## config.mk

```make
export PLATFORM = sky130hd
export DESIGN_NAME = keypad_scan_ctrl
export DESIGN_NICKNAME = d
export VERILOG_FILES = /design/src/rtl/keypad_pkg.sv /design/src/rtl/keypad_scan_ctrl_tick_gen.sv /design/src/rtl/keypad_scan_ctrl.sv
export SDC_FILE = /design/constraint.sdc
export NUM_CORES = 1
export LEC_CHECK = 0
export ABC_AREA = 1
export CAP_MARGIN = 0
export CORE_UTILIZATION = 40
export CTS_BUF_LIST = sky130_fd_sc_hd__clkbuf_4 sky130_fd_sc_hd__clkbuf_8
export DETAILED_ROUTE_END_ITERATION = 16
export GPL_TIMING_DRIVEN = 0
export MAX_ROUTING_LAYER = met4
export PLACE_DENSITY_LB_ADDON = 0.15
export RECOVER_POWER = 25
export SETUP_SLACK_MARGIN = 0.02
export SYNTH_ARGS = -nofsm -noshare
export SYNTH_HDL_FRONTEND = slang
export SYNTH_HIERARCHICAL = 1
export SYNTH_SLANG_ARGS = --single-unit
export TNS_END_PERCENT = 10
```

## constraint.sdc

```tcl
create_clock -name clk -period 2.8 [get_ports clk]
set_input_delay 0.7 -clock clk [delete_from_list [all_inputs] [get_ports clk]]
set_output_delay 0.7 -clock clk [all_outputs]
set_load 0.05 [all_outputs]
```

## src/rtl/keypad_pkg.sv

```systemverilog
// keypad_pkg: shared types and helpers for the 4x4 keypad column-scan controller.
// Holds the matrix dimensions, the key code type, the scan FSM state type and
// the row priority encoder used when more than one row reads high.

package keypad_pkg;

    localparam int NUM_ROWS = 4;
    localparam int NUM_COLS = 4;

    // Accepted key, packed as {row[1:0], col[1:0]}
    typedef logic [3:0] key_code_t;

    typedef enum logic [1:0] {
        SCAN     = 2'd0,
        DEBOUNCE = 2'd1,
        PRESSED  = 2'd2
    } kp_state_t;

    // Lowest-index high row wins; returns 3 when nothing is high, so callers
    // must qualify the result with an "any row high" test.
    function automatic logic [1:0] kp_row_prio(input logic [3:0] rows);
        logic [1:0] idx;
        if (rows[0]) begin
            idx = 2'd0;
        end else if (rows[1]) begin
            idx = 2'd1;
        end else if (rows[2]) begin
            idx = 2'd2;
        end else begin
            idx = 2'd3;
        end
        return idx;
    endfunction

endpackage

```

## src/rtl/keypad_scan_ctrl_tick_gen.sv

```systemverilog
// scan_tick_gen: column dwell counter for the keypad scanner.
// Counts 0..SCAN_DIV-1 and raises tick for the single cycle in which the
// count sits at SCAN_DIV-1; the count then wraps to 0. Synchronous reset.

module scan_tick_gen #(
    parameter int SCAN_DIV = 27000
) (
    input  logic clk,
    input  logic rst,
    output logic tick
);

    localparam int CW = (SCAN_DIV > 2) ? $clog2(SCAN_DIV) : 1;
    localparam logic [CW-1:0] LAST_COUNT = CW'(SCAN_DIV - 1);

    logic [CW-1:0] r_count;
    logic          w_at_last;

    assign w_at_last = (r_count == LAST_COUNT);
    assign tick      = w_at_last;

    // Free-running dwell counter that wraps after the last count of a column dwell
    always_ff @(posedge clk) begin
        if (rst) begin
            r_count <= '0;
        end else if (w_at_last) begin
            r_count <= '0;
        end else begin
            r_count <= r_count + 1'b1;
        end
    end

endmodule

```

## src/rtl/keypad_scan_ctrl.sv

```systemverilog
// keypad_scan_ctrl: column-scan controller for a 4x4 matrix keypad.
// Drives one column at a time, samples the rows once per dwell tick, debounces
// each press and release, and offers one {row,col} code per press over a
// valid/ready handshake. A press that arrives while a code is still pending is
// dropped and recorded in the sticky overrun flag.
// Optional build macro: KEYPAD_SYNC_EN adds a 2-flop synchronizer on filas_raw;
// without it the rows are sampled directly (simulation/bench builds).

module keypad_scan_ctrl
    import keypad_pkg::*;
#(
    parameter int SCAN_DIV     = 27000,
    parameter int DEBOUNCE_CNT = 10
) (
    input  logic                clk,
    input  logic                rst,
    input  logic [NUM_ROWS-1:0] filas_raw,
    output logic [NUM_COLS-1:0] columnas,
    output logic [3:0]          key_code,
    output logic                key_valid,
    input  logic                key_ready,
    output logic                key_held,
    output logic                overrun
);

    localparam logic [7:0] DB_TARGET = 8'(DEBOUNCE_CNT);

    logic                w_tick;
    logic [NUM_ROWS-1:0] w_rows;

    kp_state_t           r_state;
    logic [1:0]          r_col_idx;
    logic [NUM_COLS-1:0] r_columnas;
    logic [1:0]          r_row;
    logic [7:0]          r_db_cnt;
    logic [7:0]          r_rel_cnt;
    key_code_t           r_key_code;
    logic                r_key_valid;
    logic                r_key_held;
    logic                r_overrun;

    logic                w_any_row;
    logic [1:0]          w_prio_row;
    logic                w_row_high;
    logic [7:0]          w_db_next;
    logic [7:0]          w_rel_next;
    logic [1:0]          w_next_col;
    logic [NUM_COLS-1:0] w_next_onehot;
    logic                w_scan_accept;
    logic                w_db_accept;
    logic                w_emit;
    key_code_t           w_emit_code;
    logic                w_can_load;

    scan_tick_gen #(
        .SCAN_DIV (SCAN_DIV)
    ) u_tick_gen (
        .clk  (clk),
        .rst  (rst),
        .tick (w_tick)
    );

`ifdef KEYPAD_SYNC_EN
    logic [NUM_ROWS-1:0] r_sync_1;
    logic [NUM_ROWS-1:0] r_sync_2;

    // Two-flop synchronizer bringing the asynchronous row lines into the clock domain
    always_ff @(posedge clk) begin
        if (rst) begin
            r_sync_1 <= '0;
            r_sync_2 <= '0;
        end else begin
            r_sync_1 <= filas_raw;
            r_sync_2 <= r_sync_1;
        end
    end

    assign w_rows = r_sync_2;
`else
    assign w_rows = filas_raw;
`endif

    assign w_any_row     = |w_rows;
    assign w_prio_row    = kp_row_prio(w_rows);
    assign w_row_high    = w_rows[r_row];
    assign w_db_next     = r_db_cnt + 8'd1;
    assign w_rel_next    = r_rel_cnt + 8'd1;
    assign w_next_col    = r_col_idx + 2'd1;
    assign w_next_onehot = NUM_COLS'(1) << w_next_col;

    // A press is accepted either straight out of SCAN (single-sample debounce)
    // or when the debounce count reaches its target in DEBOUNCE.
    assign w_scan_accept = (r_state == SCAN) && w_any_row && (DB_TARGET == 8'd1);
    assign w_db_accept   = (r_state == DEBOUNCE) && w_row_high && (w_db_next == DB_TARGET);
    assign w_emit        = w_tick && (w_scan_accept || w_db_accept);
    assign w_emit_code   = (r_state == SCAN) ? {w_prio_row, r_col_idx} : {r_row, r_col_idx};
    assign w_can_load    = !r_key_valid || key_ready;

    // Scan/debounce FSM together with the column drive and the key handshake registers
    always_ff @(posedge clk) begin
        if (rst) begin
            r_state     <= SCAN;
            r_col_idx   <= 2'd0;
            r_columnas  <= NUM_COLS'(1);
            r_row       <= 2'd0;
            r_db_cnt    <= 8'd0;
            r_rel_cnt   <= 8'd0;
            r_key_code  <= '0;
            r_key_valid <= 1'b0;
            r_key_held  <= 1'b0;
            r_overrun   <= 1'b0;
        end else begin
            if (r_key_valid && key_ready) begin
                r_key_valid <= 1'b0;
            end

            if (w_emit) begin
                if (w_can_load) begin
                    r_key_code  <= w_emit_code;
                    r_key_valid <= 1'b1;
                end else begin
                    r_overrun   <= 1'b1;
                end
            end

            if (w_tick) begin
                case (r_state)
                    SCAN: begin
                        if (!w_any_row) begin
                            r_col_idx  <= w_next_col;
                            r_columnas <= w_next_onehot;
                        end else begin
                            r_row    <= w_prio_row;
                            r_db_cnt <= 8'd1;
                            if (DB_TARGET == 8'd1) begin
                                r_state    <= PRESSED;
                                r_key_held <= 1'b1;
                                r_rel_cnt  <= 8'd0;
                            end else begin
                                r_state <= DEBOUNCE;
                            end
                        end
                    end

                    DEBOUNCE: begin
                        if (w_row_high) begin
                            r_db_cnt <= w_db_next;
                            if (w_db_next == DB_TARGET) begin
                                r_state    <= PRESSED;
                                r_key_held <= 1'b1;
                                r_rel_cnt  <= 8'd0;
                            end
                        end else begin
                            r_state    <= SCAN;
                            r_db_cnt   <= 8'd0;
                            r_col_idx  <= w_next_col;
                            r_columnas <= w_next_onehot;
                        end
                    end

                    PRESSED: begin
                        if (w_row_high) begin
                            r_rel_cnt <= 8'd0;
                        end else if (w_rel_next == DB_TARGET) begin
                            r_state    <= SCAN;
                            r_key_held <= 1'b0;
                            r_rel_cnt  <= 8'd0;
                            r_db_cnt   <= 8'd0;
                            r_col_idx  <= w_next_col;
                            r_columnas <= w_next_onehot;
                        end else begin
                            r_rel_cnt <= w_rel_next;
                        end
                    end

                    default: begin
                        r_state <= SCAN;
                    end
                endcase
            end
        end
    end

    assign columnas  = r_columnas;
    assign key_code  = r_key_code;
    assign key_valid = r_key_valid;
    assign key_held  = r_key_held;
    assign overrun   = r_overrun;

endmodule

```

# Word level (Yosys, flattened, before mapping)
# Index checks and enable logic that the tools add are counted.
# op_classes
addsub	4
magnitude_cmp	1
eq_ne	13
shifts	1
muxes	40
n_bitwise	1
n_reduce_logical	19
# op_table
operator	n
8-bit two-way mux	8
8-bit case mux with 3 select lines	1
2-bit two-way mux	11
4-bit two-way mux	5
8-bit by 1-bit adder with 8-bit output (second input constant)	2
8-bit by 4-bit equality test with 1-bit output (second input constant)	2
8-bit case mux with 2 select lines	1
15-bit by 1-bit adder with 15-bit output (second input constant)	1
15-bit equality test (second input constant)	1
2-bit != test (second input constant)	6
2-bit case mux with 3 select lines	2
4-bit case mux with 3 select lines	1
6-bit AND reduction	2
5-bit AND reduction	2
1-bit two-way mux	9
1-bit logical AND	4
2-bit AND reduction	2
4-bit AND reduction	1
4-bit OR reduction	1
1-bit by 2-bit left shift with 4-bit output (first input constant)	1
2-bit by 3-bit less-than comparator with 1-bit output (second input constant)	1
3-bit by 2-bit != test with 1-bit output (second input constant)	1
3-bit AND reduction	1
3-bit nonzero test	1
other kinds (12)	12
# word_totals
register_bits	48
input_bits	7
out_inout_bits	11

# Depth between registers and ports, before layout
# Gate-level depths: netlist of the first run.
# logic_depth
word_depth	6
ltp_mapped	14

# Hierarchy
# Netlist of the first run, hierarchy kept.
# modules_own_cells
module	n_inst	cells_per_inst	area_per_inst_um2
keypad_scan_ctrl	1	329	2082.0
scan_tick_gen	1	124	813.3

# Least setup slack after synthesis of the first run
# OpenSTA, ideal clock, no wires.
# synth_path
path_type	flip-flop to flip-flop
startpoint	register u_tick_gen.r_count[0]
endpoint	register r_db_cnt[0]
setup_time_ns	0.132
arrival_ns	2.040
slack_ns	0.627
stages_incl_launch_ff	9
period_less_slack_ns	2.173
cell_sequence	dfxtp_1 ha_1 nand4_1 nor4_1 nand2_1 nor2_1 nand3_1 nand2_1 a21oi_1
# synth_between
elab_chain_cells	2
# synth_lines
item	line_no	rtl
start: declaration	keypad_scan_ctrl_tick_gen.sv:16	logic [CW-1:0] r_count;
start signal: assignment	keypad_scan_ctrl_tick_gen.sv:29	r_count <= r_count + 1'b1;
15-bit equality test	keypad_scan_ctrl_tick_gen.sv:19	assign w_at_last = (r_count == LAST_COUNT);
via w_tick	keypad_scan_ctrl.sv:28	logic w_tick;
5-bit AND reduction (no line)	--	
end signal: assignment	keypad_scan_ctrl.sv:147	r_db_cnt <= w_db_next;
end: declaration	keypad_scan_ctrl.sv:35	logic [7:0] r_db_cnt;
# The timed path passes the listed nets, and every way through them passes these cells.
# A chain may end at the register's enable or synchronous reset.

# Final worst setup path of the first run
# layout_path
startpoint	register u_tick_gen.r_count[0]
endpoint	register r_db_cnt[3]
# The elaborated chain is that of the path after synthesis.

==> impl_metrics.tcl, run 1 <==
set metrics [dict create \
    synth_edf_count 0 \
    place_hpwl_um 4570 \
    syn_inst 453 \
    first_pass_iters 4 \
    grt_max_degree 16 \
    first_iter_violations 91 \
    synth_fa_ha_area_share_pct 5.62 \
    finClkSkew_ps 6.26 \
    setup_ws_ps 343 \
    antenna_cells 0 \
    ctsResizeCount 1 \
    synth_most_common_cell "nand2_1" \
    antenna_found_initial 0 \
    hold_class "reg -> reg" \
    nets 497 \
    grt.total_usage_pct 18.7 \
    cts_tree "done" \
    drive_above_1_share_pct 7.32 \
    syn-cell-area_um2 2900 \
    powerDensity_nw_per_um2 363 \
    crit_slowest_cell "dfxtp_1" \
    initial_core_util_pct 41.9 \
    ys_types 30 \
    grt_pass1_wl_um 10900 \
    cp-start-kind "flip-flop" \
    fp-row-count 30 \
    synth-main-ff-cell "dfxtp_1" \
    synth_fp_nets 473 \
    finalInstanceArea_um2 3270 \
    vias 2713 \
    fillCellCount 739 \
    grt_pass1_vias 2464 \
    synthToLayoutAreaGrowth_pct 13.1 \
    leakage_nw 1.34 \
    cp_max_fo 9 \
    ys.warnings.count 6 \
    synth.top_cells.by_area "dfxtp_1 (33%), nand2_1 (16%), nor2_1 (11%)" \
    holdWs_ps 477 \
    cts_root_buf "clkbuf_8" \
    slowest_delay_ps 410 \
    synth-compound-area-share_pct 9.64 \
    synth.largest_area_cell "dfxtp_1" \
    die_area_um2 7580 \
    h-tree-depth 2 \
    maxCapViolCount 0 \
    cts_made_buffers 5 \
    die_w_um 87.1 \
    synth-xor-area-share_pct 1.82 \
    synth-seq-cells 48 \
    critical_path.cell_chain "ha_1 > nand4_1 > nor4_2 > nand2_1 > nor2_2 > nand3_1 > nand2_1 > a21oi_1" \
    post_cts_buffers 0 \
    yosys.area_share.simple_pct 40.0 \
    crit_top_cell "nand2_1" \
    rsz0062_at_grt "no" \
    fin_crit_ps 2460 \
    clkSlewWorstSetupHoldPaths_ps 100 \
    multi_input_area_um2 1650 \
    die_y_um 87.1 \
    finalPower_mw 1.19 \
    clkSinkCount 48 \
    synth_seq_area_share_pct 33.2 \
    clockBufferDepth 2 \
    synthMuxAreaShare_pct 0 \
    postSynthAreaPerCell_um2 6.39 \
    core_um2 6910 \
    dpl_worst_slack_ps -82.6 \
    utilization_pct 47.4 \
    clk_latency_ps 310 \
    finalHoldViolCount 0 \
    vdd_drop_max_mv 0.228 \
    outcome "finished clean" \
    synth_top_area_share_pct 33.2 \
    critPathCaptureType "flip-flop" \
    worstSetupPathType "reg -> reg" \
    io_buffers 17 \
    cp.arrival_ps 2640 \
    viasPerCell 4.73 \
    place.gp.congestion 0.848 \
    io-pin-count 18 \
    grt_overflow 0 \
    ctsHoldBuffers 0 \
    synth_top_family_by_area "simple AND/OR/NAND/NOR gates" \
    fmax_mhz 407 \
    netlist_top_cells_count "nand2_1 (120), nor2_1 (87), inv_1 (61)" \
    drc_errors 0 \
    seqCellArea_um2 961 \
    fin_crit_sh_pct 87.7 \
    setup_violations 0 \
    async_flop_share_pct 0 \
    placed_cell_area_um2 3190 \
    cp.required_ps 2980 \
    wl_um 6100 \
    finalMaxSlewViolations 0 \
    drtAntennaViolNets 0 \
    relSlewSlack_pct 66.7 \
    avgRoutedWirePerCell_um 10.6 \
    worstMarginPinSlew_ps 499 \
]
sequential cells by signal (all words and copies together) (netlist names):
signal	cells
columnas	4
key_code	4
key_held	1
key_valid	1
overrun	1
r_col_idx	2
r_db_cnt	8
r_rel_cnt	8
r_row	2
r_state	2
u_tick_gen/r_count	15
cells by family (layout without fill, tap and decap cells):
kind of cell | after synthesis | after routing
simple gates | 268 | 268
buf+inv | 70 | 95
compound gates | 48 | 48
flops | 48 | 48
fa+ha+maj | 13 | 13
xor+xnor | 6 | 6
path summary, 6_finish.rpt:
check                        endpoint                              from  depth (start not counted)  slack (ps)
max          r_db_cnt[3]$_SDFFE_PP0P_  u_tick_gen/r_count[0]$_SDFF_PP0_                          8         340
min          columnas[0]$_SDFFE_PP1P_          columnas[0]$_SDFFE_PP1P_                          2         480
max reg2reg  r_db_cnt[3]$_SDFFE_PP0P_  u_tick_gen/r_count[0]$_SDFF_PP0_                          8         340
min reg2reg  columnas[0]$_SDFFE_PP1P_          columnas[0]$_SDFFE_PP1P_                          2         480
layer usage:
metal | up-vias | global-route usage, % | wire length [um]
met5 | - | - | 0
met4 | 0 | 5.45 | 76
met3 | 6 | 3.13 | 120
met2 | 23 | 31.9 | 2910
met1 | 1221 | 22.5 | 3000
li1 | 1463 | - | -
cell type report:
type                    count  area share, %
clock buffers               6           2.52
repair buffers             17           5.20
flip-flops and latches     48           29.4
inverters                  63           7.22
well taps                  96           3.67
plain buffers               7           1.19
clock inverters             2          0.459
multi-input cells         335           50.4
worst max-delay path: cells and delay by family, from the launching register on:
kind                     cells  cell delay (ps)
AO/OA/AOI/OAI                1               70
flip-flops                   1              410
AND/OR/NAND/NOR              6             1570
adder cells (fa/ha/maj)      1              280
stage by stage:
stage / cells / setup TNS [ps]
after global routing: 574 / 0
after detailed placement: 566 / -593
after CTS: 574 / 0
after floorplan: 453 / 0
after global placement: 566 / -354
final: 574 / 0
report_power, final:
part	switching [mW]	total, mW	internal [mW]
sequential	0.00276	0.688	0.686
clock	0.252	0.453	0.200
combinational	0.0283	0.0470	0.0187
total	0.283	1.19	0.905
cell usage in the layout (no fill, tap or decap), types with 2 or more instances in the layout:
cell             count
a21oi_1             28
clkbuf_1             4
nand2_2              8
nor2_2               4
inv_2                2
dfxtp_1             48
o21ai_0              9
o21ai_2              3
nand3_1             32
nand3_4              2
nand2_1            120
nand4_1              9
xnor2_1              3
clkdlybuf4s50_1     17
nor2_1              86
clkinvlp_4           2
nand3b_1             2
inv_1               61
ha_1                13
xor2_1               3
clkbuf_8             6
o21ai_1              5
Power figures use the tool's default switching activity.
==> run 2: changes to the inputs <==
--- a/config.mk
+++ b/config.mk
@@ -5,7 +5,6 @@
 export SDC_FILE = /design/constraint.sdc
 export NUM_CORES = 1
 export LEC_CHECK = 0
-export ABC_AREA = 1
 export CAP_MARGIN = 0
 export CORE_UTILIZATION = 40
 export CTS_BUF_LIST = sky130_fd_sc_hd__clkbuf_4 sky130_fd_sc_hd__clkbuf_8
==> run 2 against run 1 <==
  * The flow now finishes with violations (design-rule violations)
  * Sequential power hardly changed
  * Sequential share of layout area increased by 1.6 points
  * Wire length fell by 2.1%
  * Highest routed layer unchanged
  * Largest cell class unchanged
  * Die area shrank 6.6%
  * Critical endpoint is now r_db_cnt[7]$_SDFFE_PP0P_
  * Non-clock buffer count grew 12
  * Flip-flop and latch count unchanged
  * Global-route usage fell by 0.79 points
  * Core utilization increased by 1.0 points
==> impl_metrics.tcl, run 2 <==
set metrics [dict create \
    outcome "finished with violations" \
    violations "design-rule violations" \
    worstMarginPinSlew_ps 619 \
    postSynthAreaPerCell_um2 8.68 \
    maxCapViolCount 0 \
    cp-start-kind "flip-flop" \
    ctsHoldBuffers 0 \
    leakage_nw 1.10 \
    cts_root_buf "clkbuf_8" \
    top_regs "u_tick_gen/r_count (15), r_db_cnt (8), r_rel_cnt (8)" \
    multi_input_area_um2 1630 \
    powerDensity_nw_per_um2 377 \
    setup_violations 0 \
    nets 362 \
    cp.required_ps 2970 \
    grt_pass1_vias 2070 \
    antenna_cells 0 \
    fillCellCount 643 \
    die_y_um 84.1 \
    largest_reg_flops 15 \
    clockBufferDepth 2 \
    synth-seq-cells 48 \
    finalInstanceArea_um2 3110 \
    final_cells 420 \
    clk_latency_ps 300 \
    synth_seq_area_share_pct 35.6 \
    io-pin-count 18 \
    drc_errors 2 \
    ys_types 61 \
    setup_ws_ps 190 \
    drtAntennaViolNets 0 \
    fmax_mhz 383 \
    place.gp.congestion 0.776 \
    syn-cell-area_um2 2700 \
    viasPerCell 5.35 \
    fin_crit_sh_pct 93.2 \
    synth_top_area_share_pct 35.6 \
    place_hpwl_um 4130 \
    clkSlewWorstSetupHoldPaths_ps 100 \
    fin_crit_ps 2610 \
    synth.largest_area_cell "dfxtp_1" \
    cts_made_buffers 5 \
    async_flop_share_pct 0 \
    synth_fp_nets 331 \
    fp-row-count 29 \
    die_area_um2 7080 \
    clkSinkCount 48 \
    largest_register "u_tick_gen/r_count" \
    grt_pass1_wl_um 9940 \
    antenna_found_initial 0 \
    dpl_worst_slack_ps -429 \
    avgRoutedWirePerCell_um 14.2 \
    worstSetupPathType "reg -> reg" \
    r2r_slack_ps 190 \
    rsz0062_at_grt "yes" \
    utilization_pct 48.4 \
    synth-main-ff-cell "dfxtp_1" \
    relSlewSlack_pct 58.7 \
    syn_inst 311 \
    cp_max_fo 5 \
    wl_um 5970 \
    hold_class "reg -> reg" \
    layout_commonest_cell "dfxtp_1" \
    vias 2248 \
    synth.top_cells.by_area "dfxtp_1 (36%), ha_1 (6.0%), nor2_1 (5.4%)" \
    grt.total_usage_pct 17.9 \
    critical_path.cell_chain "or3b_2 > nor4_4 > nand2b_1 > a211oi_1 > o21bai_2 > buf_4 > a21boi_0 > o22ai_1" \
    finalMaxSlewViolations 0 \
    slowest_delay_ps 510 \
    initial_core_util_pct 42.0 \
    netlist_top_cells_count "dfxtp_1 (48), nor2_1 (39), nand2_1 (20)" \
    holdWs_ps 476 \
    seqCellArea_um2 962 \
    finalHoldViolCount 0 \
    grt_overflow 0 \
    critPathCaptureType "flip-flop" \
    io_buffers 17 \
    vdd_drop_max_mv 0.258 \
    cts_tree "done" \
    ys.warnings.count 6 \
    die_w_um 84.1 \
    first_pass_iters 11 \
    cp.arrival_ps 2780 \
    synthToLayoutAreaGrowth_pct 15.3 \
    grt_max_degree 16 \
    synth_edf_count 0 \
    dp.cells 405 \
    final_cell_mix "dfxtp_1 (47), nor2_1 (39), nand2_1 (20)" \
    crit_slowest_cell "or3b_2" \
    placed_cell_area_um2 2970 \
    first_iter_violations 93 \
    synth_most_common_cell "dfxtp_1" \
    core_um2 6420 \
    h-tree-depth 2 \
    drive_above_1_share_pct 13.1 \
    finClkSkew_ps 8.97 \
]
[run 2: cell types whose count changed in the layout (fill, tap and decap cells not counted), moves of 7 or more]
cell	delta
xnor2_1	+12
nand2_1	-100
nand2_2	-8
a21oi_1	-17
nor3_1	+10
mux2i_1	+13
clkdlybuf4s50_1	-7
inv_1	-48
nor2_1	-47
nand3_1	-20
[run 2: where the power goes]
part | total (mW) | internal [mW] | switching, mW
sequential | 0.690 | 0.686 | 0.00381
combinational | 0.0453 | 0.0170 | 0.0283
clock | 0.438 | 0.188 | 0.250
total | 1.17 | 0.891 | 0.282
[run 2: logic make-up (layout without fill, tap and decap cells)]
family,after synthesis,count (layout),share of synthesized area [%]
and+or+nand+nor,138,138,27.5
AOI/OAI and AO/OA,54,54,14.4
DFF,48,48,35.6
buffers and inverters,26,58,4.87
xor gates and xnor gates,17,17,5.52
muxes,15,15,6.07
adders and majority gates,13,13,6.03
[run 2: worst max-delay path, delay by kind of cell (launching register included)]
| family | cells | cell delay (ps) |
|---|---|---|
| AOI/OAI and AO/OA | 4 | 890 |
| buffers and inverters | 1 | 180 |
| and+or+nand+nor | 3 | 1030 |
| DFF | 1 | 380 |
[run 2: per-layer routing]
metal	part of all wire, %	up-vias	wire, um	track usage (%)
met5	0	-	0	-
met4	0.70	0	42	4.23
met3	2.8	4	167	3.15
met2	45	30	2660	28.9
met1	52	1046	3100	23.3
li1	-	1168	-	-
[run 2: path summary, 6_finish.rpt]
kind,from,endpoint,cells after the start
hold reg to reg,overrun$_SDFFE_PP0P_,overrun$_SDFFE_PP0P_,2
hold / removal,overrun$_SDFFE_PP0P_,overrun$_SDFFE_PP0P_,2
setup / recovery,u_tick_gen/r_count[9]$_SDFF_PP0_,r_db_cnt[7]$_SDFFE_PP0P_,8
setup reg to reg,u_tick_gen/r_count[9]$_SDFF_PP0_,r_db_cnt[7]$_SDFFE_PP0P_,8
[run 2: metrics by stage]
step	total power [mW]	TNS, ps
floorplan	0.733	0
global placement	0.755	-6110
detailed placement	0.755	-6850
CTS	1.19	0
global route	1.22	0
finish	1.17	0
[run 2: final cells by class]
class	count	share of cell area (%)
buffer	12	1.81
clock buffer	6	2.45
clock inverter	2	0.523
inverter	14	1.69
multi-input combinational	237	52.4
sequential	48	30.9
tap	77	3.10
timing repair buffer	24	7.12
[run 2: repair_timing]
item | in CTS | in global routing
cloned | 0 | 0
gates resized for setup | 3 | 6
buffers inserted | 4 | 3
endpoints found under the setup margin | 26 | 14
pin swaps | 2 | 3
